===== config.mk =====
export PLATFORM = sky130hd
export DESIGN_NAME = mips_issue_arbiter
export DESIGN_NICKNAME = d
export VERILOG_FILES = /design/src/rtl/mips_pkg.sv /design/src/rtl/mips_tag_pipe.sv /design/src/rtl/mips_issue_arbiter.sv
export SDC_FILE = /design/constraint.sdc
export NUM_CORES = 1
export LEC_CHECK = 0
export CAP_MARGIN = 15
export CORE_AREA = 3 3 166 168
export DETAILED_ROUTE_END_ITERATION = 10
export DIE_AREA = 0 0 169 171
export HOLD_SLACK_MARGIN = 0.02
export PLACE_DENSITY = 0.46
export SLEW_MARGIN = 40
export SYNTH_ARGS = -nofsm -noshare
export SYNTH_HDL_FRONTEND = slang
export SYNTH_SLANG_ARGS = --single-unit

===== constraint.sdc =====
create_clock -name clk -period 1.3 [get_ports clk]
set_input_delay 0.26 -clock clk [delete_from_list [all_inputs] [get_ports clk]]
set_output_delay 0.26 -clock clk [all_outputs]
set_load 0.01 [all_outputs]

===== src/rtl/mips_pkg.sv =====
// rtl/mips_pkg.sv - shared types and widths for the MIPS issue arbiter
package mips_pkg;

    localparam int INSTR_W = 32;
    localparam int OREG_W  = 20;
    localparam int OUT_W   = 128;

    typedef enum logic [1:0] {
        RUN   = 2'd0,
        DRAIN = 2'd1,
        HALT  = 2'd2
    } arb_state_e;

    typedef struct packed {
        logic vld;
        logic owner;
    } tag_t;

endpackage


===== src/rtl/mips_tag_pipe.sv =====
// rtl/mips_tag_pipe.sv - ownership tag delay line aligned to core latency, with in-flight count
module mips_tag_pipe
    import mips_pkg::*;
#(
    parameter int LAT = 4
) (
    input  logic clk,
    input  logic rst_n,
    input  tag_t issue_tag,
    input  logic push,
    output tag_t out_tag,
    output logic empty_next
);

    localparam int CNT_W = $clog2(LAT + 2);
    localparam logic [CNT_W-1:0] CNT_ONE = 1;

    // pipe[k] is entry k+1; entry 0 is the issue register itself
    tag_t             pipe [LAT];
    logic [CNT_W-1:0] inflight;
    logic [CNT_W-1:0] cnt_next;
    logic             retire;

    always_ff @(posedge clk or negedge rst_n) begin
        if (!rst_n) begin
            for (int i = 0; i < LAT; i++) begin
                pipe[i] <= '0;
            end
        end else begin
            pipe[0] <= issue_tag;
            for (int i = 1; i < LAT; i++) begin
                pipe[i] <= pipe[i-1];
            end
        end
    end

    assign out_tag = pipe[LAT-1];
    assign retire  = out_tag.vld;

    always_comb begin
        cnt_next = inflight;
        if (push && !retire) begin
            cnt_next = inflight + CNT_ONE;
        end else if (!push && retire) begin
            cnt_next = inflight - CNT_ONE;
        end
    end

    always_ff @(posedge clk or negedge rst_n) begin
        if (!rst_n) begin
            inflight <= '0;
        end else begin
            inflight <= cnt_next;
        end
    end

    assign empty_next = (cnt_next == '0);

endmodule


===== src/rtl/mips_issue_arbiter.sv =====
// rtl/mips_issue_arbiter.sv - two-port issue arbiter, result router and drain control for the MIPS core
// MIPS_ARB_FIXED_PRIO_EN: port 0 always wins contention (no round-robin pointer).
module mips_issue_arbiter
    import mips_pkg::*;
#(
    parameter int LAT = 4
) (
    input  logic                         clk,
    input  logic                         rst_n,
    input  logic [1:0]                   req_valid,
    input  logic [1:0][INSTR_W-1:0]      req_instr,
    input  logic [1:0][OREG_W-1:0]       req_oreg,
    output logic [1:0]                   req_ready,
    output logic                         mips_in_valid,
    output logic [INSTR_W-1:0]           mips_instruction,
    output logic [OREG_W-1:0]            mips_output_reg,
    input  logic                         mips_out_valid,
    input  logic [OUT_W-1:0]             mips_out,
    input  logic                         mips_fail,
    output logic [1:0]                   rsp_valid,
    output logic [OUT_W-1:0]             rsp_data,
    output logic                         rsp_fail,
    input  logic                         drain_req,
    output logic                         drain_done,
    output logic                         tag_err
);

    arb_state_e state, state_next;
    logic [1:0] grant;
    logic       issue_en;
    logic       accept;
    logic       issue_owner;
    tag_t       issue_tag;
    tag_t       out_tag;
    logic       empty_next;

`ifdef MIPS_ARB_FIXED_PRIO_EN
    always_comb begin
        grant = 2'b00;
        if (req_valid[0]) begin
            grant = 2'b01;
        end else if (req_valid[1]) begin
            grant = 2'b10;
        end
    end
`else
    // rr_last holds the port granted most recently; reset to 1 so port 0 wins first
    logic rr_last;

    always_comb begin
        grant = 2'b00;
        case (req_valid)
            2'b01:   grant = 2'b01;
            2'b10:   grant = 2'b10;
            2'b11:   grant = rr_last ? 2'b01 : 2'b10;
            default: grant = 2'b00;
        endcase
    end

    always_ff @(posedge clk or negedge rst_n) begin
        if (!rst_n) begin
            rr_last <= 1'b1;
        end else if (accept) begin
            rr_last <= grant[1];
        end
    end
`endif

    assign req_ready = issue_en ? grant : 2'b00;
    assign accept    = |(req_valid & req_ready);

    always_ff @(posedge clk or negedge rst_n) begin
        if (!rst_n) begin
            mips_in_valid    <= 1'b0;
            issue_owner      <= 1'b0;
            mips_instruction <= '0;
            mips_output_reg  <= '0;
        end else begin
            mips_in_valid <= accept;
            issue_owner   <= accept & req_ready[1];
            if (accept) begin
                mips_instruction <= req_ready[1] ? req_instr[1] : req_instr[0];
                mips_output_reg  <= req_ready[1] ? req_oreg[1]  : req_oreg[0];
            end else begin
                mips_instruction <= '0;
                mips_output_reg  <= '0;
            end
        end
    end

    assign issue_tag = '{vld: mips_in_valid, owner: issue_owner};

    mips_tag_pipe #(
        .LAT (LAT)
    ) u_tag_pipe (
        .clk        (clk),
        .rst_n      (rst_n),
        .issue_tag  (issue_tag),
        .push       (accept),
        .out_tag    (out_tag),
        .empty_next (empty_next)
    );

    assign rsp_valid = (mips_out_valid && out_tag.vld) ? (out_tag.owner ? 2'b10 : 2'b01) : 2'b00;
    assign rsp_data  = mips_out;
    assign rsp_fail  = mips_fail;

    // any disagreement between core result strobe and expected tag is latched until reset
    always_ff @(posedge clk or negedge rst_n) begin
        if (!rst_n) begin
            tag_err <= 1'b0;
        end else if (mips_out_valid != out_tag.vld) begin
            tag_err <= 1'b1;
        end
    end

    always_ff @(posedge clk or negedge rst_n) begin
        if (!rst_n) begin
            state <= RUN;
        end else begin
            state <= state_next;
        end
    end

    always_comb begin
        state_next = state;
        issue_en   = 1'b0;
        drain_done = 1'b0;
        case (state)
            RUN: begin
                issue_en = 1'b1;
                if (drain_req) begin
                    state_next = DRAIN;
                end
            end
            DRAIN: begin
                if (empty_next) begin
                    state_next = HALT;
                end
            end
            HALT: begin
                drain_done = 1'b1;
                if (!drain_req) begin
                    state_next = RUN;
                end
            end
            default: state_next = RUN;
        endcase
    end

endmodule


After elaboration in Yosys (flattened, before gate mapping)
Cells that the tools add are included.

word-level totals
  flip-flop bits (word level) = 69

cells by class
  reduce and logical (&&, ||, !) cells = 9
  add/subtract/negate cells = 2
  eq/ne operators = 9
  multiplexer cells = 17
  bitwise gates (word level) = 2

operators by type and width
  kind                   number
  $mux W32               2
  $mux W20               2
  $mux W2                7
  $pmux W2 S3            2
  $eq A2 B2 Y1 const B   3
  $mux W3                2
  $ne A2 B2 Y1 const B   3
  $eq A2 B1 Y1 const B   2
  $add A3 B1 Y3 const B  1
  $logic_and A1 B1 Y1    3
  $logic_not A3 Y1       1
  $reduce_and A3 Y1      1
  $sub A3 B1 Y3 const B  1
  $and A2 B2 Y2          1
  $logic_not A1 Y1       2
  $logic_not A2 Y1       1
  $mux W1                2
  $reduce_or A2 Y1       1
  $and A1 B1 Y1          1
  $ne A1 B1 Y1           1

Depth between registers and ports, before layout
Gate-level depths: netlist (run 1).

  depth after elaboration = 12
  mapped depth = 6
  depth with buffers taken out = 6

Hierarchy
Synthesis (run 1) repeated with hierarchy kept, for this count alone.

unflattened totals
  cells, all modules = 431
  area, all modules = 4170.2 um^2

by module, submodules not included
  module              cells an instance  area each (um^2)  instances
  mips_issue_arbiter  396                3719.8            1
  mips_tag_pipe       35                 450.4             1

Worst setup path after synthesis (run 1)
OpenSTA, ideal clock, no wires.

  kind = register to register
  start = register u_tag_pipe.inflight[0]
  end = register state[1]
  clock period less this slack = 1.317 ns
  arrival time = 1.189 ns
  library setup time = 0.127 ns
  path slack = -0.017 ns
  cell stages (with the launch flop) = 6
  required time = 1.173 ns
  path through = dfrtp_1 inv_1 ha_1 and3_1 o21ai_0 o31ai_1

between the ends
  longest elaborated chain between the ends = 6

RTL lines
  what                                    RTL line                   RTL
  start, declared                         mips_tag_pipe.sv:20        logic [CNT_W-1:0] inflight;
  start signal, assigned                  mips_tag_pipe.sv:53        inflight <= cnt_next;
  $sub A3 B1 Y3                           mips_tag_pipe.sv:45        cnt_next = inflight - CNT_ONE;
  $mux W3                                 mips_tag_pipe.sv:44        end else if (!push && retire) begin
  $mux W3 (*)                             mips_tag_pipe.sv:42        if (push && !retire) begin
  $logic_not A3 Y1 (*)                    mips_tag_pipe.sv:57        assign empty_next = (cnt_next == '0);
  $ne A2 B2 Y1 (no source line) (*)       --
  $reduce_and A3 Y1 (no source line) (*)  --
  end signal, assigned                    mips_issue_arbiter.sv:121  state <= state_next;
  end, declared                           mips_issue_arbiter.sv:28   arb_state_e state, state_next;

Every way passes the cells marked *; elsewhere a longest branch is shown, timed or not.
A chain may end at the register's enable or synchronous reset.

Worst setup path after layout (run 1)
  start = register rr_last
  end = output port req_ready[0]

between the ends
  longest elaborated chain between the ends = 3

RTL lines
  what                    RTL line                  RTL
  start, declared         mips_issue_arbiter.sv:48  logic rr_last;
  start signal, assigned  mips_issue_arbiter.sv:64  rr_last <= grant[1];
  $mux W2                 mips_issue_arbiter.sv:55  2'b11: grant = rr_last ? 2'b01 : 2'b10;
  $pmux W2 S3             mips_issue_arbiter.sv:52  case (req_valid)
  $mux W2                 mips_issue_arbiter.sv:69  assign req_ready = issue_en ? grant : 2'b00;
  end, declared           mips_issue_arbiter.sv:13  output logic [1:0] req_ready,

No other way between the ends.

==> run_results.csv, run 1 <==
group,metric,value,unit
synthesis,yosys.area.top_type_share,47.0,%
detailed_routing,ant_nets,0,
die,boundaryPins,427,
synthesis,xor_and_xnor_fraction_of_the_mapped_netlist_area,0.726,%
timing,setup_viol_count_final,62,
timing,fin_setup_tns,-10.00,ns
synthesis,synth.cell_area,3620,sq um
clock_network,clk-insertion-delay-late,0.34,ns
detailed_routing,drc,0,
die,die_x_extent,169,microns
timing,fin_crit,1.57,ns
synthesis,compound_cell_area_share_of_the_yosys_netlist,17.9,%
detailed_routing,via_count_of_the_routed_design,2693,
synthesis,synth_top_family_by_area,"buffers and inverters",
power,peak_ir_drop_on_the_vdd_network,0.640,mV
grt,grt_pass1_vias,2742,
power,power_density,1770,nW/um^2
die,placement_rows,59,
timing,timing.final.ws_setup,-0.275,ns
worst_hold_path,worstHoldPathType,"flip-flop to flip-flop",
grt,grt_residual_overflow,0,
synthesis,post_synth_num_cell_types,28,
synthesis,syn_avg_cell_area,11.9,sq um
critical_path,nature_of_the_critical_path_startpoint,"flip-flop",
synthesis,yosysTopAreaCell,"dfrtp_1",
finish,nFillCells,2752,
detailed_routing,detail_route.iter0.violations,112,
synthesis,synth_area_in_simple_gates,3.01,%
timing,finalHoldViolations,0,
critical_path,critPathMaxFanout,2,
clock_network,clkSinkCount,69,
power,p_leak,2.65,nW
synthesis,synth_top_cells_by_area,"dfrtp_1 (47%), buf_4 (27%), o221a_2 (16%), buf_2 (2.1%), ha_1 (1.0%)",
die,design.die.area,28900,sq um
run_status,status,"complete, but fails checks",
clock_network,max-clock-path-buffers,2,
grt,grt_pass1_wl,25.0,mm
timing,grt_setup_unrepaired,"yes",
finish,layout-area-overhead-vs-synth,61.8,%
die,initial_utilization,13.9,%
finish,final_net_count,622,
finish,final_design_utilization,22.5,%
critical_path,crit_path_kind,"flip-flop to output port",
clock_network,tritoncts,"yes",
synthesis,muxShareOfSynthArea,0.277,%
critical_path,cpMaxStageDelayCell,"dfstp_2",
clock_network,clk_root_buffer_cell,"clkbuf_16",
synthesis,seq_area_frac_synth,47.7,%
grt,grt_start_max_net_pins,70,
timing,final_min_period_over_clock_period,121,%
critical_path,cp.required,1.04,ns
finish,share_of_post_route_cells_with_drive_strength_above_1,33.8,%
finish,flip_flop_count_of_the_largest_register_after_layout,32,
timing,max_freq,635,MHz
synthesis,synth_warnings,0,
detailed_routing,totalWireLength,20.7,mm
timing,finalMaxSlewViolations,0,
critical_path,setup.worst_path.end_class,"output port",
power,totalPowerFinal,0.0104,W
timing,clock-skew-final,0.0101,ns
clock_network,htree_levels,3,
grt,gr-usage-all-layers,12.6,%
grt,number_of_antenna_violations_at_the_first_check_in_global_routing,0,
critical_path,path_cells,"a21boi_4, buf_8, nor2_4, buf_6",
place,place_ws,-0.708,ns
critical_path,peak_per_stage_delay_on_the_critical_path,0.56,ns
synthesis,synth_nets,547,
place,placed_cells,679,
timing,relSlewSlack,73.9,%
timing,tightestPinTransition,0.392,ns
run_status,failed_checks,"setup timing",
detailed_routing,drt-vias-per-instance,3.74,
clock_network,numCtsBuffers,9,
place,place.gp.congestion,0.822,
place,dpl.hpwl,15.3,mm
die,fp.coreArea,26100,sq um
finish,insertedDiodeCount,0,
finish,fin_cells,720,
synthesis,yosys.area_share.adder,1.04,%
synthesis,synth-seq-cells,69,
detailed_routing,wl_per_cell,28.7,microns
clock_network,clk_pin_slew_worst_paths,0.06,ns
detailed_routing,drt_first_pass_iters,4,
job,max_cap_viol_count,0,
synthesis,synth_cells,305,
critical_path,crit_path_arrival_time,1.31,ns
die,die_h,171,microns
place,io_buffer_count,168,
what timing repair did:
item / in CTS / in global routing
cloned: 6 / 9
buffers inserted: 8 / 2
hold buffers: 1 / 0
endpoints found under the hold margin: 68 / 0
setup endpoints to repair: 116 / 65
resized for setup: 117 / 44
pin swaps: 7 / 9
routing by layer:
| layer | track usage, % | vias up | wire length, microns |
|---|---|---|---|
| met5 | 0 | - | 0 |
| li1 | - | 1107 | - |
| met1 | 9.32 | 1282 | 5260 |
| met4 | 3.11 | 0 | 265 |
| met3 | 13.3 | 27 | 4380 |
| met2 | 22.1 | 277 | 10800 |
cell usage after synthesis:
library cell / count
o21ai_4: 1
nand2_1: 5
dfrtp_1: 68
o221a_2: 51
and3_1: 1
ha_1: 3
inv_2: 1
nor2_1: 5
dfstp_2: 1
xor2_1: 1
o21ai_0: 2
o31ai_1: 1
a211oi_1: 1
a21oi_1: 1
or2_2: 1
nor3_1: 2
and2_1: 1
nand2b_1: 1
mux2i_1: 1
nor2b_1: 3
nand2_2: 1
nor2_4: 1
o21a_1: 1
buf_2: 15
a21boi_4: 1
buf_4: 129
xnor2_1: 2
inv_1: 4
worst max-delay path, delay by kind of cell (launching register included):
family                 cells  cell delay, ns
DFF                        1            0.56
buffers and inverters      2            0.25
and+or+nand+nor            1            0.09
AOI/OAI and AO/OA          1            0.07
stage by stage:
| stage | instance area [sq um] | hold WS [ns] |
|---|---|---|
| 6_report | 5860 | 0.345 |
| 5_1_grt | 5860 | 0.351 |
| 4_1_cts | 5420 | 0.348 |
| 3_5_place_dp | 4820 | 0.316 |
| 3_3_place_gp | 4820 | 0.308 |
| 2_1_floorplan | 3620 | -0.0356 |
placed cells by master, fill, tap and decap left out, types with 7 or more instances in the layout:
| cell | instances |
|---|---|
| buf_4 | 10 |
| buf_16 | 7 |
| clkdlybuf4s50_1 | 106 |
| dlygate4sd2_1 | 49 |
| o221a_2 | 33 |
| buf_6 | 9 |
| buf_12 | 9 |
| o221a_4 | 18 |
| dfrtp_1 | 68 |
| clkbuf_16 | 16 |
final timing paths:
path,cells past startpoint,slack (ns),to,from
worst min-delay path,0,0.35,u_tag_pipe.pipe[6],issue_owner
worst max-delay path,4,-0.27,req_ready[0],rr_last
max in group asynchronous,3,0.49,rr_last,rst_n
worst max register to register,7,-0.25,state[1],state[0]
worst min register to register,0,0.35,u_tag_pipe.pipe[6],issue_owner
min in group asynchronous,3,0.49,u_tag_pipe.inflight[1],rst_n
cell type report:
type	instances	area, sq um	share of cell area, %
inverter	5	31.3	0.534
tap	335	419	7.16
clock inverter	4	47.5	0.812
clock buffer	12	246	4.21
multi-input combinational	87	1050	18.0
sequential	69	1730	29.5
timing repair buffer	208	2330	39.8
where the power goes:
group / switching, W / internal [W] / total, W
Clock: 0.000966 / 0.00153 / 0.00250
Sequential: 0.000235 / 0.00281 / 0.00304
Combinational: 0.00211 / 0.00272 / 0.00483
logic make-up after synthesis:
| family | Yosys count |
|---|---|
| buffers and inverters | 149 |
| flip-flops | 69 |
| AO/OA/AOI/OAI | 59 |
| AND/OR/NAND/NOR | 21 |
| XOR/XNOR | 3 |
| adder cells (fa/ha/maj) | 3 |
| multiplexers | 1 |
Power figures use the tool's default switching activity.
==> run 2, diff against run 1 <==
- ABC_AREA: default -> 1
- CORE_AREA: 3 3 166 168 -> 3 3 164 166
- DIE_AREA: 0 0 169 171 -> 0 0 167 169
- PLACE_DENSITY: 0.46 -> 0.47
==> run 2 against run 1 <==
- the flow still finishes with violations (setup timing)
- sequential power grew 4%
- critical endpoint unchanged
- first-iteration DRC count up 21%
- global-route usage fell by 0.66 points
- core utilization is 0.23 points higher
- clock power grew 2%
- final area is 0.11% lower
- register-to-register slack better by 0.06 ns
- highest routed layer unchanged
- sequential cell count unchanged
- clock skew about the same
- critical path type unchanged
==> run_results.csv, run 2 <==
group,metric,value,unit
finish,share_of_post_route_cells_with_drive_strength_above_1,24.2,%
clock_network,htree_levels,3,
timing,grt_setup_unrepaired,"yes",
synthesis,synth_warnings,0,
place,placed_cells,803,
detailed_routing,drt_first_pass_iters,4,
finish,finalInstanceArea,5850,sq um
detailed_routing,wl_per_cell,21.0,microns
synthesis,postSynth.asyncResetShare,100,%
synthesis,synth.cell_area,3740,sq um
clock_network,clkSinkCount,69,
run_status,failed_checks,"setup timing",
critical_path,cp.required,1.04,ns
synthesis,synth.cells.most_frequent,"buf_4 (129), nor2_1 (107), dfrtp_1 (68), o21ai_0 (46), nand2_1 (15)",
critical_path,cpMaxStageDelayCell,"dfstp_2",
timing,timing.final.ws_setup,-0.330,ns
timing,finalHoldViolations,0,
detailed_routing,via_count_of_the_routed_design,2960,
critical_path,critPathMaxFanout,3,
clock_network,clk-insertion-delay-late,0.33,ns
job,max_cap_viol_count,0,
synthesis,synth_top_cells_by_area,"dfrtp_1 (46%), buf_4 (26%), nor2_1 (11%), o21ai_0 (6.2%), nand2_1 (1.5%)",
timing,finalMaxSlewViolations,0,
worst_hold_path,worstHoldPathType,"flip-flop to flip-flop",
critical_path,path_cells,"a21oi_4, a2111oi_4, buf_2",
timing,setup_viol_count_final,62,
place,io_buffer_count,168,
critical_path,nature_of_the_critical_path_startpoint,"flip-flop",
clock_network,tritoncts,"yes",
critical_path,crit_path_kind,"flip-flop to output port",
clock_network,max-clock-path-buffers,2,
detailed_routing,detail_route.iter0.violations,135,
grt,number_of_antenna_violations_at_the_first_check_in_global_routing,0,
timing,fin_crit,1.63,ns
grt,grt_pass1_vias,3058,
synthesis,post_synth_num_cell_types,20,
detailed_routing,drt-vias-per-instance,3.51,
synthesis,synth_edf_count,0,
critical_path,setup.worst_path.end_class,"output port",
finish,mostFrequentLayoutCell,"clkdlybuf4s50_1",
timing,max_freq,613,MHz
synthesis,synth_most_common_cell,"buf_4",
die,initial_utilization,14.5,%
timing,fin_hold_ws,0.347,ns
clock_network,clk_root_buffer_cell,"clkbuf_16",
finish,layout-area-overhead-vs-synth,56.5,%
die,placement_rows,59,
timing,final_min_period_over_clock_period,125,%
detailed_routing,drc,0,
critical_path,crit_path_arrival_time,1.37,ns
finish,final_cell_mix,"clkdlybuf4s50_1 (105), nor2_1 (79), dfrtp_1 (66)",
critical_path,peak_per_stage_delay_on_the_critical_path,0.57,ns
finish,insertedDiodeCount,0,
die,design.die.area,28200,sq um
critical_path,cell_class_contributing_the_biggest_share_of_worst_path_delay,"flip-flops",
die,die_h,169,microns
finish,nFillCells,2808,
grt,grt_pass1_wl,23.8,mm
timing,clock-skew-final,0.00970,ns
power,peak_ir_drop_on_the_vdd_network,0.662,mV
finish,fin_cells,843,
finish,flip_flop_count_of_the_largest_register_after_layout,32,
power,p_leak,2.69,nW
detailed_routing,ant_nets,0,
synthesis,synth_nets,668,
grt,grt_start_max_net_pins,70,
timing,relSlewSlack,72.9,%
critical_path,ff2ff_setup_slack,-0.19,ns
synthesis,dominantRegCellSynth,"dfrtp_1",
place,dpl.hpwl,12.9,mm
die,fp.coreArea,25800,sq um
finish,final_net_count,745,
synthesis,seq_area_frac_synth,46.2,%
synthesis,yosysTopAreaCell,"dfrtp_1",
die,boundaryPins,427,
detailed_routing,totalWireLength,17.7,mm
synthesis,synth-seq-cells,69,
grt,grt_residual_overflow,0,
synthesis,synth_cells,426,
run_status,status,"complete, but fails checks",
critical_path,number_of_buffer_and_inverter_stages_on_the_critical_path,1,
synthesis,syn_avg_cell_area,8.78,sq um
place,cell_area_after_placement,4980,sq um
clock_network,numCtsBuffers,9,
timing,tightestPinTransition,0.407,ns
grt,gr-usage-all-layers,11.9,%
clock_network,clk_pin_slew_worst_paths,0.06,ns
power,power_density,1880,nW/um^2
place,place.gp.congestion,0.707,
synthesis,yosys.area.top_type_share,45.5,%
die,die_x_extent,167,microns
==> run 2: cell types whose count changed after synthesis, moves of 6 or more <==
cell / delta
nand2_1: +10
o21ai_0: +44
nand3_1: +6
inv_1: +10
nor2_1: +102
o221a_2: -51
o21ai_1: +7
==> run 2: final cells by class <==
| cell class | instances | area (sq um) | share of cell area (%) |
|---|---|---|---|
| inverters | 15 | 68.8 | 1.18 |
| repair buffers | 210 | 2180 | 37.3 |
| clock buffers | 10 | 239 | 4.08 |
| flip-flops and latches | 69 | 1730 | 29.6 |
| multi-input cells | 198 | 1150 | 19.6 |
| clock inverters | 6 | 62.6 | 1.07 |
| well taps | 335 | 419 | 7.16 |
==> run 2: repair_timing <==
action                                 4_1_cts  5_1_grt
hold buffers                                 1        0
pin swaps                                   36        8
setup endpoints to repair                  117       67
endpoints found under the hold margin       68        0
gates resized for setup                    186       14
gates cloned                                 7        0
setup buffers                               14        3
==> run 2: cells by family after synthesis <==
group / count (synthesis) / synth area share [%]
DFF: 69 / 46.2
adders and majority gates: 3 / 1.00
AOI/OAI and AO/OA: 55 / 7.76
and+or+nand+nor: 140 / 15.7
buffers and inverters: 159 / 29.3
==> run 2: per-layer routing <==
metal | wire (microns) | vias to the layer above | global-route usage, % | share of wire (%)
li1 | - | 1359 | - | -
met1 | 5820 | 1335 | 11.9 | 33
met2 | 8780 | 218 | 19.6 | 50
met3 | 2630 | 48 | 8.29 | 15
met4 | 508 | 0 | 4.12 | 2.9
met5 | 0 | - | 0.870 | 0
==> run 2: worst paths after layout <==
kind | to | start | cells after the start
max in group asynchronous | rr_last | rst_n | 3
max reg2reg | state[0] | state[1] | 11
min reg2reg | u_tag_pipe.pipe[4] | u_tag_pipe.pipe[6] | 0
max | req_ready[0] | rr_last | 3
min in group asynchronous | tag_err | rst_n | 3
min | u_tag_pipe.pipe[4] | u_tag_pipe.pipe[6] | 0
==> run 2: power by group <==
group	switching, W	internal, W
Combinational	0.00269	0.00263
Sequential	0.000271	0.00288
Clock	0.00102	0.00154
==> run 2: metrics by stage <==
stage / setup WS (ns) / TNS [ns] / total power [W] / utilization, %
final: -0.330 / -7.06 / 0.0110 / 22.7
after global routing: -0.402 / -11.26 / 0.0118 / 22.7
after CTS: -0.353 / -6.54 / 0.0112 / 22.6
after detailed placement: -0.799 / -31.32 / 0.00739 / 19.3
after global placement: -0.772 / -30.33 / 0.00737 / 19.3
after floorplan: 0.0420 / 0 / 0.00541 / -
==> run 2: worst register-to-register path: cells and delay by family, from the launching register on <==
family                 cells  cell delay, ns
buffers and inverters      1            0.14
flip-flops                 1            0.45
AND/OR/NAND/NOR           10            0.79
